$ cat config.mk
export PLATFORM = sky130hd
export DESIGN_NAME = move_entry_flat
export DESIGN_NICKNAME = d
export VERILOG_FILES = /design/src/rtl/tvc_pkg.sv /design/src/rtl/move_entry_if.sv /design/src/rtl/button_conditioner.sv /design/src/rtl/move_entry.sv /design/src/flat_wrapper.sv
export SDC_FILE = /design/constraint.sdc
export NUM_CORES = 1
export LEC_CHECK = 0
export CELL_PAD_IN_SITES_DETAIL_PLACEMENT = 1
export CELL_PAD_IN_SITES_GLOBAL_PLACEMENT = 2
export CORE_UTILIZATION = 33
export DETAILED_ROUTE_END_ITERATION = 8
export HOLD_SLACK_MARGIN = 0.08
export PLACE_DENSITY_LB_ADDON = 0.1
export SLEW_MARGIN = 20
export SYNTH_ARGS = -nofsm -noshare
export SYNTH_HDL_FRONTEND = slang
export SYNTH_HIERARCHICAL = 1
export SYNTH_SLANG_ARGS = --single-unit
export TNS_END_PERCENT = 50
$ cat constraint.sdc
create_clock -name clk -period 2 [get_ports clk]
set_input_delay 0.4 -clock clk [delete_from_list [all_inputs] [get_ports clk]]
set_output_delay 0.4 -clock clk [all_outputs]
set_load 0.01 [all_outputs]
$ cat src/rtl/tvc_pkg.sv
// rtl/tvc_pkg.sv - shared Triangles-vs-Circles constants and entry state type
package tvc_pkg;

    localparam int BOARD_SIZE = 10;
    localparam int COORD_W    = 4;

    typedef enum logic {
        COLLECT = 1'b0,
        FULL    = 1'b1
    } entry_state_t;

endpackage

$ cat src/rtl/move_entry_if.sv
// rtl/move_entry_if.sv - move entry to game controller signal bundle
interface move_entry_if #(
    parameter int COORD_W = tvc_pkg::COORD_W
);

    logic                   enable;
    logic                   activity_d;
    logic                   move_valid;
    logic                   entry_error;
    logic [COORD_W-1:0]     x_output;
    logic [COORD_W-1:0]     y_output;
    logic [2*COORD_W-1:0]   entry_bits;
    logic [3:0]             bit_count;

    modport master (
        input  enable,
        output activity_d, move_valid, entry_error,
        output x_output, y_output, entry_bits, bit_count
    );

    modport slave (
        output enable,
        input  activity_d, move_valid, entry_error,
        input  x_output, y_output, entry_bits, bit_count
    );

endinterface

$ cat src/rtl/button_conditioner.sv
// rtl/button_conditioner.sv - synchronizer, debounce and press pulse for one button
module button_conditioner #(
    parameter int DEBOUNCE_CYCLES = 500000
) (
    input  logic clk,
    input  logic reset,
    input  logic button,
    output logic press
);

    localparam int CW = $clog2(DEBOUNCE_CYCLES + 1);
    localparam logic [CW-1:0] LAST  = CW'(DEBOUNCE_CYCLES - 1);
    localparam logic [CW-1:0] LIMIT = CW'(DEBOUNCE_CYCLES);

    logic          s1;
    logic          s2;
    logic          level;
    logic          level_d;
    logic [CW-1:0] count;

    always_ff @(posedge clk or posedge reset) begin
        if (reset) begin
            s1      <= 1'b0;
            s2      <= 1'b0;
            level   <= 1'b0;
            level_d <= 1'b0;
            count   <= '0;
            press   <= 1'b0;
        end else begin
            s1      <= button;
            s2      <= s1;
            level_d <= level;
            press   <= level & ~level_d;
            // Counter restarts on any agreement, so only an unbroken run flips the level.
            if (s2 == level) begin
                count <= '0;
            end else if (count == LAST) begin
                level <= s2;
                count <= '0;
            end else if (count != LIMIT) begin
                count <= count + 1'b1;
            end
        end
    end

endmodule

$ cat src/rtl/move_entry.sv
// rtl/move_entry.sv - button conditioning and 8-bit coordinate entry for the game FSM
module move_entry #(
    parameter int DEBOUNCE_CYCLES = 500000,
    parameter int COORD_W         = tvc_pkg::COORD_W,
    parameter int BOARD_SIZE      = tvc_pkg::BOARD_SIZE
) (
    input  logic             clk,
    input  logic             reset,
    input  logic             logic_0_button,
    input  logic             logic_1_button,
    input  logic             activity_button,
    move_entry_if.master     bus
);

    import tvc_pkg::*;

    localparam logic [3:0] FULL_COUNT = 4'(2 * COORD_W);

    logic press_0;
    logic press_1;
    logic press_act;
    logic x_ok;
    logic y_ok;
    entry_state_t state;

    button_conditioner #(.DEBOUNCE_CYCLES(DEBOUNCE_CYCLES)) u_cond_0 (
        .clk(clk), .reset(reset), .button(logic_0_button), .press(press_0)
    );
    button_conditioner #(.DEBOUNCE_CYCLES(DEBOUNCE_CYCLES)) u_cond_1 (
        .clk(clk), .reset(reset), .button(logic_1_button), .press(press_1)
    );
    button_conditioner #(.DEBOUNCE_CYCLES(DEBOUNCE_CYCLES)) u_cond_act (
        .clk(clk), .reset(reset), .button(activity_button), .press(press_act)
    );

    assign x_ok = int'(bus.entry_bits[2*COORD_W-1 -: COORD_W]) < BOARD_SIZE;
    assign y_ok = int'(bus.entry_bits[COORD_W-1:0]) < BOARD_SIZE;

    always_ff @(posedge clk or posedge reset) begin
        if (reset) begin
            state           <= COLLECT;
            bus.entry_bits  <= '0;
            bus.bit_count   <= '0;
            bus.activity_d  <= 1'b0;
            bus.move_valid  <= 1'b0;
            bus.entry_error <= 1'b0;
            bus.x_output    <= '0;
            bus.y_output    <= '0;
        end else begin
            bus.activity_d  <= press_act;
            bus.move_valid  <= 1'b0;
            bus.entry_error <= 1'b0;
            if (!bus.enable) begin
                state          <= COLLECT;
                bus.entry_bits <= '0;
                bus.bit_count  <= '0;
            end else if (press_act) begin
                // Activity wins over a coincident data press; the bit is dropped.
                if (state == FULL && x_ok && y_ok) begin
                    bus.x_output   <= bus.entry_bits[2*COORD_W-1 -: COORD_W];
                    bus.y_output   <= bus.entry_bits[COORD_W-1:0];
                    bus.move_valid <= 1'b1;
                end else begin
                    bus.entry_error <= 1'b1;
                end
                state          <= COLLECT;
                bus.entry_bits <= '0;
                bus.bit_count  <= '0;
            end else if ((press_0 ^ press_1) && state == COLLECT) begin
                bus.entry_bits <= {bus.entry_bits[2*COORD_W-2:0], press_1};
                bus.bit_count  <= bus.bit_count + 4'd1;
                if (bus.bit_count == FULL_COUNT - 4'd1) begin
                    state <= FULL;
                end
            end
        end
    end

endmodule
$ cat src/flat_wrapper.sv
// flat-port wrapper written by rule: the top's interface ports become plain ports
module move_entry_flat import tvc_pkg::*;
#(
    parameter int DEBOUNCE_CYCLES = 500000,
    parameter int COORD_W         = tvc_pkg::COORD_W,
    parameter int BOARD_SIZE      = tvc_pkg::BOARD_SIZE
)
  (clk, reset, logic_0_button, logic_1_button, activity_button, bus_enable, bus_activity_d, bus_move_valid, bus_entry_error, bus_x_output, bus_y_output, bus_entry_bits, bus_bit_count);
  move_entry_if #(.COORD_W(COORD_W)) bus_i ();
  input  logic clk;
  input  logic reset;
  input  logic logic_0_button;
  input  logic logic_1_button;
  input  logic activity_button;
  input wire logic [$bits(bus_i.enable)-1:0] bus_enable;
  output wire logic [$bits(bus_i.activity_d)-1:0] bus_activity_d;
  output wire logic [$bits(bus_i.move_valid)-1:0] bus_move_valid;
  output wire logic [$bits(bus_i.entry_error)-1:0] bus_entry_error;
  output wire logic [$bits(bus_i.x_output)-1:0] bus_x_output;
  output wire logic [$bits(bus_i.y_output)-1:0] bus_y_output;
  output wire logic [$bits(bus_i.entry_bits)-1:0] bus_entry_bits;
  output wire logic [$bits(bus_i.bit_count)-1:0] bus_bit_count;
  assign bus_i.enable = bus_enable;
  assign bus_activity_d = bus_i.activity_d;
  assign bus_move_valid = bus_i.move_valid;
  assign bus_entry_error = bus_i.entry_error;
  assign bus_x_output = bus_i.x_output;
  assign bus_y_output = bus_i.y_output;
  assign bus_entry_bits = bus_i.entry_bits;
  assign bus_bit_count = bus_i.bit_count;
  move_entry #(.DEBOUNCE_CYCLES(DEBOUNCE_CYCLES), .COORD_W(COORD_W), .BOARD_SIZE(BOARD_SIZE)) u_core (.clk(clk), .reset(reset), .logic_0_button(logic_0_button), .logic_1_button(logic_1_button), .activity_button(activity_button), .bus(bus_i));
endmodule
# --- After elaboration in Yosys (flattened, before gate mapping) ---
# Cells that the tools add are included.
word_totals:
  ff_bits: 96
  latch_bits: 0
  ramBits: 0
  romBits: 0
  in_bits: 6
  n_memories: 0
op_classes:
  addsub: 4
  n_mul: 0
  div: 0
  order_cmp: 2
  eq_ne: 12
  n_shift: 0
  n_mux: 25
  n_bitwise: 11
  n_reduce_logical: 11
op_table:
  columns: ["op", "count"]
  rows:
  - ["$mux 19", 9]
  - ["$add 19x1->19 const B", 3]
  - ["$eq 19x19->1 const B", 3]
  - ["$ne 19x19->1 const B", 3]
  - ["$mux 8", 3]
  - ["$mux 4", 3]
  - ["$mux 1", 10]
  - ["$reduce_bool 3->1", 3]
  - ["$lt 4x4->1 const B", 2]
  - ["$reduce_and 2->1", 4]
  - ["$not 1->1", 7]
  - ["$ne 3x1->1 const B", 2]
  - ["$add 4x1->4 const B", 1]
  - ["$eq 4x3->1 const B", 1]
  - ["$and 1x1->1", 3]
  - ["$eq 1x1->1", 3]
  - ["$logic_and 1x1->1", 3]
  - ["$reduce_and 3->1", 1]
  - ["$xor 1x1->1", 1]

# --- Logic depth before layout (Yosys ltp) ---
# Gate-level depths: netlist of run 1.
depth:
  word_depth: 6
  depth_mapped: 6
  depth_no_buf: 6

# --- By module ---
# The synthesis of run 1 kept the hierarchy.
by_module_without_submodules:
  columns: ["mod", "n_inst", "cells_per_inst", "area_each_um2"]
  rows:
  - ["button_conditioner", 3, 125, 1233.7]
  - ["move_entry", 1, 90, 1008.5]

# --- Worst setup path after synthesis of run 1 ---
# No wires, ideal clock.
synth_timing:
  path_kind: "register to register"
  startpoint: "register u_core.u_cond_0.count[6]"
  endpoint: "register u_core.u_cond_0.count[17]"
  setup_ns: 0.077
  t_arrival_ns: 1.682
  required_ns: 1.923
  path_slack_ns: 0.241
  path_stages_with_launch: 6
  n_path_buf: 1
  path_cell_list: "dfrtp_1 -> nand4_1 -> or4_1 -> buf_2 -> or4_1 -> a21oi_1"
synth_between:
  elab_chain_len: 4
  word_cells_on_any_way: 7
  cone_classes: "add/sub: 1; eq/ne: 2; mux: 3; reduce/logical: 1"
synth_lines:
  columns: ["item", "line", "text"]
  rows:
  - ["from (decl)", "button_conditioner.sv:19", "logic [CW-1:0] count;"]
  - ["from (signal assigned)", "button_conditioner.sv:41", "count <= count + 1'b1;"]
  - ["$add 19x1->19", "button_conditioner.sv:41", null]
  - ["$mux 19", "button_conditioner.sv:40", "end else if (count != LIMIT) begin"]
  - ["$mux 19", "button_conditioner.sv:37", "end else if (count == LAST) begin"]
  - ["$mux 19", "button_conditioner.sv:35", "if (s2 == level) begin"]
# Parallel ways exist; a longest one is shown, timed or not. The select of a mux whose other input is x is not followed.
# A chain may end at the register's enable or synchronous reset.

# --- Worst setup path after layout of run 1 ---
layout_timing:
  startpoint: "register u_core.u_cond_0.count[7]"
  endpoint: "register u_core.u_cond_0.count[16]"
# The elaborated chain is that of the path after synthesis.

==> results.yml, run 1 <==
yosys:
  synth_most_common_cell: "dfrtp_1"
  synth-warning-count: 6
  ys_seq_area_share_pct: 51.0
  netlist.area_leader.share_pct: 51.0
  yosys-top-cells-area: "dfrtp_1, xor2_1, nand3_1, a21oi_1, nor2_1"
  synth_common_cells: "dfrtp_1, nor2_1, nand3_1"
  synth-async-reset-ratio_pct: 100
  syn-cell-area_sq_um: 4710
  synth_edf_count: 0
  ys_seq_elements: 96
  synth_area_leader_cell: "dfrtp_1"
  syn_inst: 465
  syn-num-nets: 478
  syn_avg_cell_area_sq_um: 10.1
  synth_cell_types: 41
  ys.flop_type: "dfrtp_1"
placement:
  pre_cts_slack_ns: 0.0836
  dpl_cell_area_sq_um: 5230
  dp.final_hpwl_um: 7390
  dp_cells: 670
  gp_congestion: 0.741
  numPortBuffers: 28
route:
  ant_nets: 0
  wl_per_cell_um: 15.5
  remaining_drc_errors: 0
  wl_met1_um: 5120
  wl_met3_um: 353
  vias_per_cell: 5.29
  wl_met2_um: 5040
  drtIter0Drc: 168
  vias: 3627
  wirelength_um: 10600
  highest_layer: "met4"
  dr.pass1.iters: 4
critical_path:
  crit_type: "reg2reg"
  critPathArrivalTime_ns: 2.11
  cp-start-kind: "register"
  crit_family: "simple AND/OR/NAND/NOR gates"
  worstPathRequired_ns: 2.27
  crit_fanout: 8
  critPathSlowestCell: "or4_4"
  crit_chain: "nand4_1 > or4_4 > or4_1 > a21oi_1"
  crit_buf_inv: 0
  cpPeakStageDelay_ns: 0.58
  critPathCaptureType: "register"
floorplan:
  initial_core_util_pct: 33.9
  die_area_sq_um: 14800
  dieHeight_um: 121
  num_rows: 43
  die_x_um: 121
  io_pins: 29
  core_sq_um: 13900
timing:
  post-route-period-util_pct: 92.0
  setup_viol: 0
  hold_viol: 0
  worst_slew_pin_slew_ns: 0.577
  fmax_mhz: 543
  fin_crit_ns: 1.84
  finalMaxSlewViolations: 0
  slew_headroom_pct: 61.3
  tns_ns: 0
  grt_setup_unrepaired: "false"
  skew_ns: 0.00956
  final.setup.worst_slack_ns: 0.159
min_path:
  hp-class: "reg2reg"
finish:
  drive_gt1_share_pct: 11.9
  final_area_sq_um: 5610
  instances_no_fill: 686
  num_antenna_cells: 0
  nNetsFinal: 514
  area_delta_synth_final_pct: 19.0
  final_core_util_pct: 40.4
  nFillCells: 1561
global_route:
  grt_pass1_vias: 3924
  grt_max_degree: 25
  antenna_found_initial: 0
  grt_pass1_wl_um: 19400
  grtUsageTotal_pct: 16.6
  gr-total-overflow: 0
clock_network:
  path_clk_slew_ns: 0.06
  hold_buffers: 0
  clkLatencyLatePin_ns: 0.35
  cts_buffer_depth: 2
  cts_tree: "built"
  cts.sinks: 96
  htree_levels: 3
  cts_root_buf: "clkbuf_16"
  cts_buffers: 9
pwr:
  power_density_nw_per_um2: 759
  power_leakage_nw: 2.38
  ir_drop_v: 0.000386
run:
  drv_cap: 0
run_status:
  outcome: "finished, final reports clean"
-- what timing repair did --
item	4_1_cts	5_1_grt
gates resized for setup	0	3
setup buffers	0	0
endpoints found under the setup margin	0	6
endpoints found under the hold margin	0	0
-- cell usage in the layout (no fill, tap or decap), types with 3 or more instances in the layout --
| cell type | synthesis | routed |
|---|---|---|
| and3_2 | 3 | 3 |
| o21ai_0 | 24 | 24 |
| clkdlybuf4s50_1 | 0 | 28 |
| nor3_1 | 3 | 3 |
| a21o_2 | 3 | 3 |
| a211o_1 | 3 | 3 |
| and4_1 | 6 | 6 |
| a21oi_1 | 36 | 36 |
| nand4_2 | 3 | 3 |
| a2bb2oi_1 | 3 | 3 |
| dfrtp_1 | 96 | 96 |
| xnor2_1 | 7 | 7 |
| and2_1 | 9 | 9 |
| clkbuf_16 | 0 | 9 |
| o31ai_1 | 11 | 11 |
| and3_1 | 4 | 4 |
| or4_4 | 0 | 3 |
| buf_4 | 3 | 16 |
| nor4b_1 | 3 | 3 |
| xor2_1 | 31 | 31 |
| or4_1 | 14 | 11 |
| nor3b_1 | 3 | 3 |
| nand4_1 | 18 | 18 |
| and4_2 | 6 | 6 |
| nor2b_1 | 6 | 6 |
| nor4_1 | 3 | 3 |
| nor2_1 | 40 | 40 |
| mux2_2 | 8 | 8 |
| nor4bb_1 | 3 | 3 |
| bufinv_16 | 0 | 4 |
| nand2_1 | 19 | 19 |
| nand3_1 | 37 | 37 |
| mux2_1 | 3 | 3 |
| inv_1 | 22 | 22 |
| or3_1 | 6 | 6 |
| ha_1 | 7 | 7 |
-- stage by stage --
stage	hold WS [ns]	power (W)
2_1_floorplan	0.331	0.00212
4_1_cts	0.366	0.00434
6_report	0.362	0.00426
3_5_place_dp	0.341	0.00217
5_1_grt	0.375	0.00443
3_3_place_gp	0.345	0.00217
-- power by group --
group          leakage [nW]  internal [W]  switching, W  total, W
Sequential             1.32       0.00196     0.0000233   0.00198
Clock                 0.182       0.00138      0.000747   0.00213
Combinational         0.878     0.0000465     0.0000983  0.000145
Total                  2.38       0.00339      0.000869   0.00426
-- routing by layer --
metal | vias to the layer above | global-route usage (%)
li1 | 1734 | -
met1 | 1844 | 21.1
met2 | 39 | 27.5
met3 | 10 | 4.61
met4 | 0 | 4.63
met5 | - | 0
-- worst paths after layout --
kind,end,start,slack (ns),depth (start not counted)
setup / recovery,u_core/u_cond_0/count[16]$_DFFE_PP0P_,u_core/u_cond_0/count[7]$_DFFE_PP0P_,0.16,4
max in group asynchronous,u_core/u_cond_act/count[7]$_DFFE_PP0P_,reset,1.24,3
setup reg to reg,u_core/u_cond_0/count[16]$_DFFE_PP0P_,u_core/u_cond_0/count[7]$_DFFE_PP0P_,0.16,4
hold reg to reg,u_core/u_cond_0/s2$_DFF_PP0_,u_core/u_cond_0/s1$_DFF_PP0_,0.36,0
hold / removal,u_core/u_cond_0/s2$_DFF_PP0_,u_core/u_cond_0/s1$_DFF_PP0_,0.36,0
min in group asynchronous,u_core/bus.entry_bits[1]$_DFFE_PP0P_,reset,0.49,3
-- final cells by class --
| type | count | area (sq um) | share of cell area, % |
|---|---|---|---|
| Multi-Input combinational cell | 327 | 2120 | 37.9 |
| Sequential cell | 96 | 2400 | 42.9 |
| Clock inverter | 6 | 130 | 2.32 |
| Clock buffer | 10 | 239 | 4.26 |
| Tap cell | 180 | 225 | 4.02 |
| Timing Repair Buffer | 44 | 400 | 7.14 |
| Inverter | 23 | 86.3 | 1.54 |
-- sequential cells by signal (all words and copies together), names as in the netlist, 4 cells and up --
name,cells
u_core/bus.bit_count,4
u_core/bus.entry_bits,8
u_core/bus.x_output,4
u_core/bus.y_output,4
u_core/u_cond_0/count,19
u_core/u_cond_1/count,19
u_core/u_cond_act/count,19
-- kinds of logic after synthesis --
group	after synthesis	synth area share [%]
flops	96	51.0
xor+xnor	38	7.07
fa+ha+maj	7	1.86
mux	11	2.63
compound gates	82	10.1
buf+inv	42	4.17
simple gates	189	23.1
No activity file was read; power rests on OpenSTA's default activity.
==> run 2: changes to the inputs <==
- clock period: 2 -> 1.9 ns (I/O delays scaled with it)
==> run 2 against run 1 <==
- critical path depth did not move
- setup slack lost 0.067 ns
- sequential cell count unchanged
- via count is 0.52% lower
- register-to-register slack worse by 0.07 ns
- sequential share of layout area grew 0.054 points
- fmax is 1.8% higher
- largest cell class unchanged
- highest routed layer unchanged
==> results.yml, run 2 (synthesized netlist as in run 1, its figures left out) <==
run_status:
  outcome: "finished, final reports clean"
placement:
  dp.final_hpwl_um: 7470
  dp_cells: 671
  gp_congestion: 0.770
  pre_cts_slack_ns: -0.0413
  dpl_cell_area_sq_um: 5230
  numPortBuffers: 28
route:
  vias: 3608
  dr.pass1.iters: 4
  wirelength_um: 11000
  drtIter0Drc: 150
  wl_per_cell_um: 16.0
  remaining_drc_errors: 0
  ant_nets: 0
  vias_per_cell: 5.25
pwr:
  power_leakage_nw: 2.37
  power_density_nw_per_um2: 765
  ir_drop_v: 0.000490
  p_total_w: 0.00428
timing:
  fin_crit_ns: 1.81
  worst_slew_pin_slew_ns: 0.568
  fmax_mhz: 553
  finalMaxSlewViolations: 0
  skew_ns: 0.00375
  post-route-period-util_pct: 95.1
  grt_setup_unrepaired: "false"
  holdWs_ns: 0.367
  setup_viol: 0
  slew_headroom_pct: 62.2
  hold_viol: 0
  final.setup.worst_slack_ns: 0.0925
clock_network:
  cts.sinks: 96
  clkLatencyLatePin_ns: 0.35
  path_clk_slew_ns: 0.07
  cts_buffer_depth: 2
  hold_buffers: 0
  htree_levels: 3
  cts_tree: "built"
  cts_buffers: 9
  cts_root_buf: "clkbuf_16"
global_route:
  grt_pass1_wl_um: 18500
  grt_max_degree: 25
  gr-total-overflow: 0
  grtUsageTotal_pct: 16.0
  antenna_found_initial: 0
  grt_pass1_vias: 3704
floorplan:
  die_x_um: 121
  die_area_sq_um: 14800
  dieHeight_um: 121
  io_pins: 29
  core_sq_um: 13900
  num_rows: 43
  initial_core_util_pct: 33.9
finish:
  final_area_sq_um: 5600
  num_antenna_cells: 0
  layout_common_cells: "dfrtp_1, nor2_1, nand3_1, a21oi_1, xor2_1"
  nNetsFinal: 517
  instances_no_fill: 687
  nFillCells: 1561
  drive_gt1_share_pct: 12.4
  top_regs: "u_core/u_cond_0/count x19, u_core/u_cond_1/count x19, u_core/u_cond_act/count x19"
  area_delta_synth_final_pct: 19.0
  layout_commonest_cell: "dfrtp_1"
critical_path:
  crit_fanout: 8
  critPathCaptureType: "register"
  crit_chain: "nand4_1 > or4_4 > or4_1 > a21oi_1"
  cpPeakStageDelay_ns: 0.58
  crit_type: "reg2reg"
  crit_family: "simple AND/OR/NAND/NOR gates"
  crit_buf_inv: 0
  cp-start-kind: "register"
  worstPathRequired_ns: 2.16
  critPathArrivalTime_ns: 2.07
  critPathSlowestCell: "or4_4"
run:
  drv_cap: 0
min_path:
  hp-class: "reg2reg"
## run 2: power by group
| part | switching [W] | total (W) | internal, W |
|---|---|---|---|
| Sequential | 0.0000244 | 0.00209 | 0.00206 |
| Combinational | 0.000103 | 0.000153 | 0.0000503 |
| Clock | 0.000771 | 0.00204 | 0.00127 |
## run 2: layout make-up
class / count / area [sq um] / share of cell area (%)
clock buffer: 10 / 229 / 4.09
tap: 180 / 225 / 4.02
inverter: 23 / 86.3 / 1.54
sequential: 96 / 2400 / 42.9
timing repair buffer: 47 / 423 / 7.55
multi-input combinational: 327 / 2140 / 38.2
clock inverter: 4 / 95.1 / 1.70
## run 2: what timing repair did
item	CTS	global route
setup endpoints to repair	3	36
setup buffers	0	2
gates resized for setup	1	7
## run 2: path summary, 6_finish.rpt
path	to	slack, ns	cells past startpoint	start
setup / recovery	u_core/u_cond_0/count[17]$_DFFE_PP0P_	0.09	4	u_core/u_cond_0/count[9]$_DFFE_PP0P_
hold / removal	u_core/u_cond_0/s2$_DFF_PP0_	0.37	0	u_core/u_cond_0/s1$_DFF_PP0_
setup reg to reg	u_core/u_cond_0/count[17]$_DFFE_PP0P_	0.09	4	u_core/u_cond_0/count[9]$_DFFE_PP0P_
hold reg to reg	u_core/u_cond_0/s2$_DFF_PP0_	0.37	0	u_core/u_cond_0/s1$_DFF_PP0_
max in group asynchronous	u_core/u_cond_0/count[7]$_DFFE_PP0P_	1.14	3	reset
min in group asynchronous	u_core/u_cond_act/count[16]$_DFFE_PP0P_	0.48	3	reset
## run 2: stage by stage
step | TNS, ns | utilization, %
3_3_place_gp | 0 | 37.7
4_1_cts | 0 | 40.1
2_1_floorplan | 0 | -
5_1_grt | 0 | 40.4
6_report | 0 | 40.4
3_5_place_dp | -0.0511 | 37.7
## run 2: metal layers
metal	part of all wire (%)	track usage (%)	vias up
met3	3.3	4.61	6
met4	0.82	3.24	0
met5	0	0	-
met1	48	20.7	1837
met2	48	26.5	35
li1	-	-	1730
==> run 3: changes to the inputs <==
- CORE_MARGIN: not set -> 4
==> run 3 against run 2 <==
- first-iteration DRC count increased by 2.7%
- die area up 10%
- clock-buffer cell count shrank 1
- clock power is 16% lower
- routed wire length down 1.5%
- sequential power hardly changed
- power down 7.7%
- setup slack better by 0.0047 ns
- global-route usage fell by 1.8 points
- largest cell class unchanged
- via count up 0.36%
==> results.yml, run 3 (synthesized netlist as in run 1, its figures left out) <==
run_status:
  outcome: "finished, final reports clean"
placement:
  dpl_cell_area_sq_um: 5260
  gp_congestion: 0.757
  dp_cells: 674
  numPortBuffers: 28
  dp.final_hpwl_um: 7500
critical_path:
  cpPeakStageDelay_ns: 0.44
  critPathArrivalTime_ns: 2.03
  r2r_end: "u_core/u_cond_1/count[14]$_DFFE_PP0P_"
  crit_type: "reg2reg"
  reg2reg_from: "u_core/u_cond_1/count[7]$_DFFE_PP0P_"
  ff2ff_setup_slack_ns: 0.1
  crit_family: "simple AND/OR/NAND/NOR gates"
  critPathCaptureType: "register"
  crit_fanout: 16
  ff2ff_path_depth: 4
  worst-path-stages: 4
  crit_chain: "nor4b_1 > and4_2 > a21o_2 > nor2_1"
  critPathSlowestCell: "dfrtp_2"
  cp-endpoint: "u_core/u_cond_1/count[14]$_DFFE_PP0P_"
  cp-start-kind: "register"
  setup.worst_path.start: "u_core/u_cond_1/count[7]$_DFFE_PP0P_"
  worstPathRequired_ns: 2.13
  crit_buf_inv: 0
route:
  ant_nets: 0
  vias_per_cell: 5.23
  wirelength_um: 10800
  highest_layer: "met4"
  wl_met3_um: 303
  remaining_drc_errors: 0
  wl_met1_um: 5230
  wl_per_cell_um: 15.7
  drtIter0Drc: 154
  vias: 3621
  wl_met2_um: 5080
  dr.pass1.iters: 4
global_route:
  grt_pass1_vias: 3893
  grt_pass1_wl_um: 18900
  gr-total-overflow: 0
  antenna_found_initial: 0
  grtUsageTotal_pct: 14.2
  grt_max_degree: 25
timing:
  hold_viol: 0
  setup_viol: 0
  grt_setup_unrepaired: "true"
  post-route-period-util_pct: 94.9
  fmax_mhz: 555
  fin_crit_ns: 1.80
  slew_headroom_pct: 63.0
  worst_slew_pin_slew_ns: 0.555
  skew_ns: 0.0106
  finalMaxSlewViolations: 0
finish:
  top_regs: "u_core/u_cond_0/count x19, u_core/u_cond_1/count x19, u_core/u_cond_act/count x19"
  layout_commonest_cell: "dfrtp_1"
  final_area_sq_um: 5570
  nNetsFinal: 520
  drive_gt1_share_pct: 13.7
  instances_no_fill: 692
  num_antenna_cells: 0
  layout_common_cells: "dfrtp_1, nor2_1, nand3_1, a21oi_1, xor2_1"
  nFillCells: 1561
  area_delta_synth_final_pct: 18.3
run:
  drv_cap: 0
floorplan:
  dieHeight_um: 127
  num_rows: 43
  initial_core_util_pct: 33.8
  die_area_sq_um: 16200
  core_sq_um: 13900
  die_x_um: 127
  io_pins: 29
clock_network:
  cts_root_buf: "clkbuf_16"
  cts_buffer_depth: 2
  path_clk_slew_ns: 0.07
  clkLatencyLatePin_ns: 0.35
  htree_levels: 3
  cts.sinks: 96
  cts_buffers: 9
  hold_buffers: 0
  cts_tree: "built"
pwr:
  internal_power_w: 0.00300
  clockPowerShare_pct: 43.3
  sequentialPowerShare_pct: 52.8
  p_sw_w: 0.000950
  pwr-share-comb_pct: 3.9
  ir_drop_v: 0.000330
  p_total_w: 0.00395
  power_density_nw_per_um2: 710
  swShare_pct: 24.0
  power_leakage_nw: 2.37
min_path:
  hp-class: "reg2reg"
[run 3: final cells by class]
cell class              count  area, sq um  area share (%)
clock inverters             7         46.3           0.831
flip-flops and latches     96         2410            43.2
well taps                 180          225            4.04
clock buffers               9          225            4.04
repair buffers             50          445            8.00
multi-input cells         327         2130            38.3
inverters                  23         86.3            1.55
[run 3: power by group through the flow]
stage          Combinational, W  Sequential [W]  Clock (W)
6_report               0.000155         0.00209    0.00171
2_1_floorplan          0.000116         0.00212          0
3_3_place_gp           0.000156         0.00213          0
5_1_grt                0.000183         0.00209    0.00187
3_5_place_dp           0.000160         0.00213          0
4_1_cts                0.000162         0.00209    0.00179
[run 3: per-stage QoR]
step	hold WS [ns]	util, %	setup TNS [ns]	worst slack [ns]
6_report	0.345	40.0	0	0.0972
3_5_place_dp	0.344	37.7	0	0.0119
4_1_cts	0.354	39.7	0	0.00574
2_1_floorplan	0.331	-	0	0.141
5_1_grt	0.359	40.0	-0.0194	-0.0105
3_3_place_gp	0.343	37.7	0	0.0653
[run 3: how the worst min path moves through the flow]
stage	start	endpoint	slack (ns)	cells after the start
finish	u_core/u_cond_1/s1$_DFF_PP0_	u_core/u_cond_1/s2$_DFF_PP0_	0.35	0
global route	u_core/u_cond_1/s1$_DFF_PP0_	u_core/u_cond_1/s2$_DFF_PP0_	0.36	0
CTS	u_core/u_cond_1/s1$_DFF_PP0_	u_core/u_cond_1/s2$_DFF_PP0_	0.35	0
detailed placement	u_core/u_cond_1/s1$_DFF_PP0_	u_core/u_cond_1/s2$_DFF_PP0_	0.34	0
global placement	u_core/u_cond_1/s1$_DFF_PP0_	u_core/u_cond_1/s2$_DFF_PP0_	0.34	0
floorplan	u_core/u_cond_0/s1$_DFF_PP0_	u_core/u_cond_0/s2$_DFF_PP0_	0.33	0
[run 3: timing repair]
item	in CTS	in global routing
setup endpoints to repair	1	21
gates resized for setup	1	7
buffers inserted	0	2
[run 3: layer usage]
| layer | vias up | GRT usage [%] |
|---|---|---|
| met5 | - | 0 |
| met3 | 16 | 2.59 |
| met4 | 0 | 6.37 |
| met2 | 42 | 22.8 |
| li1 | 1748 | - |
| met1 | 1815 | 18.7 |
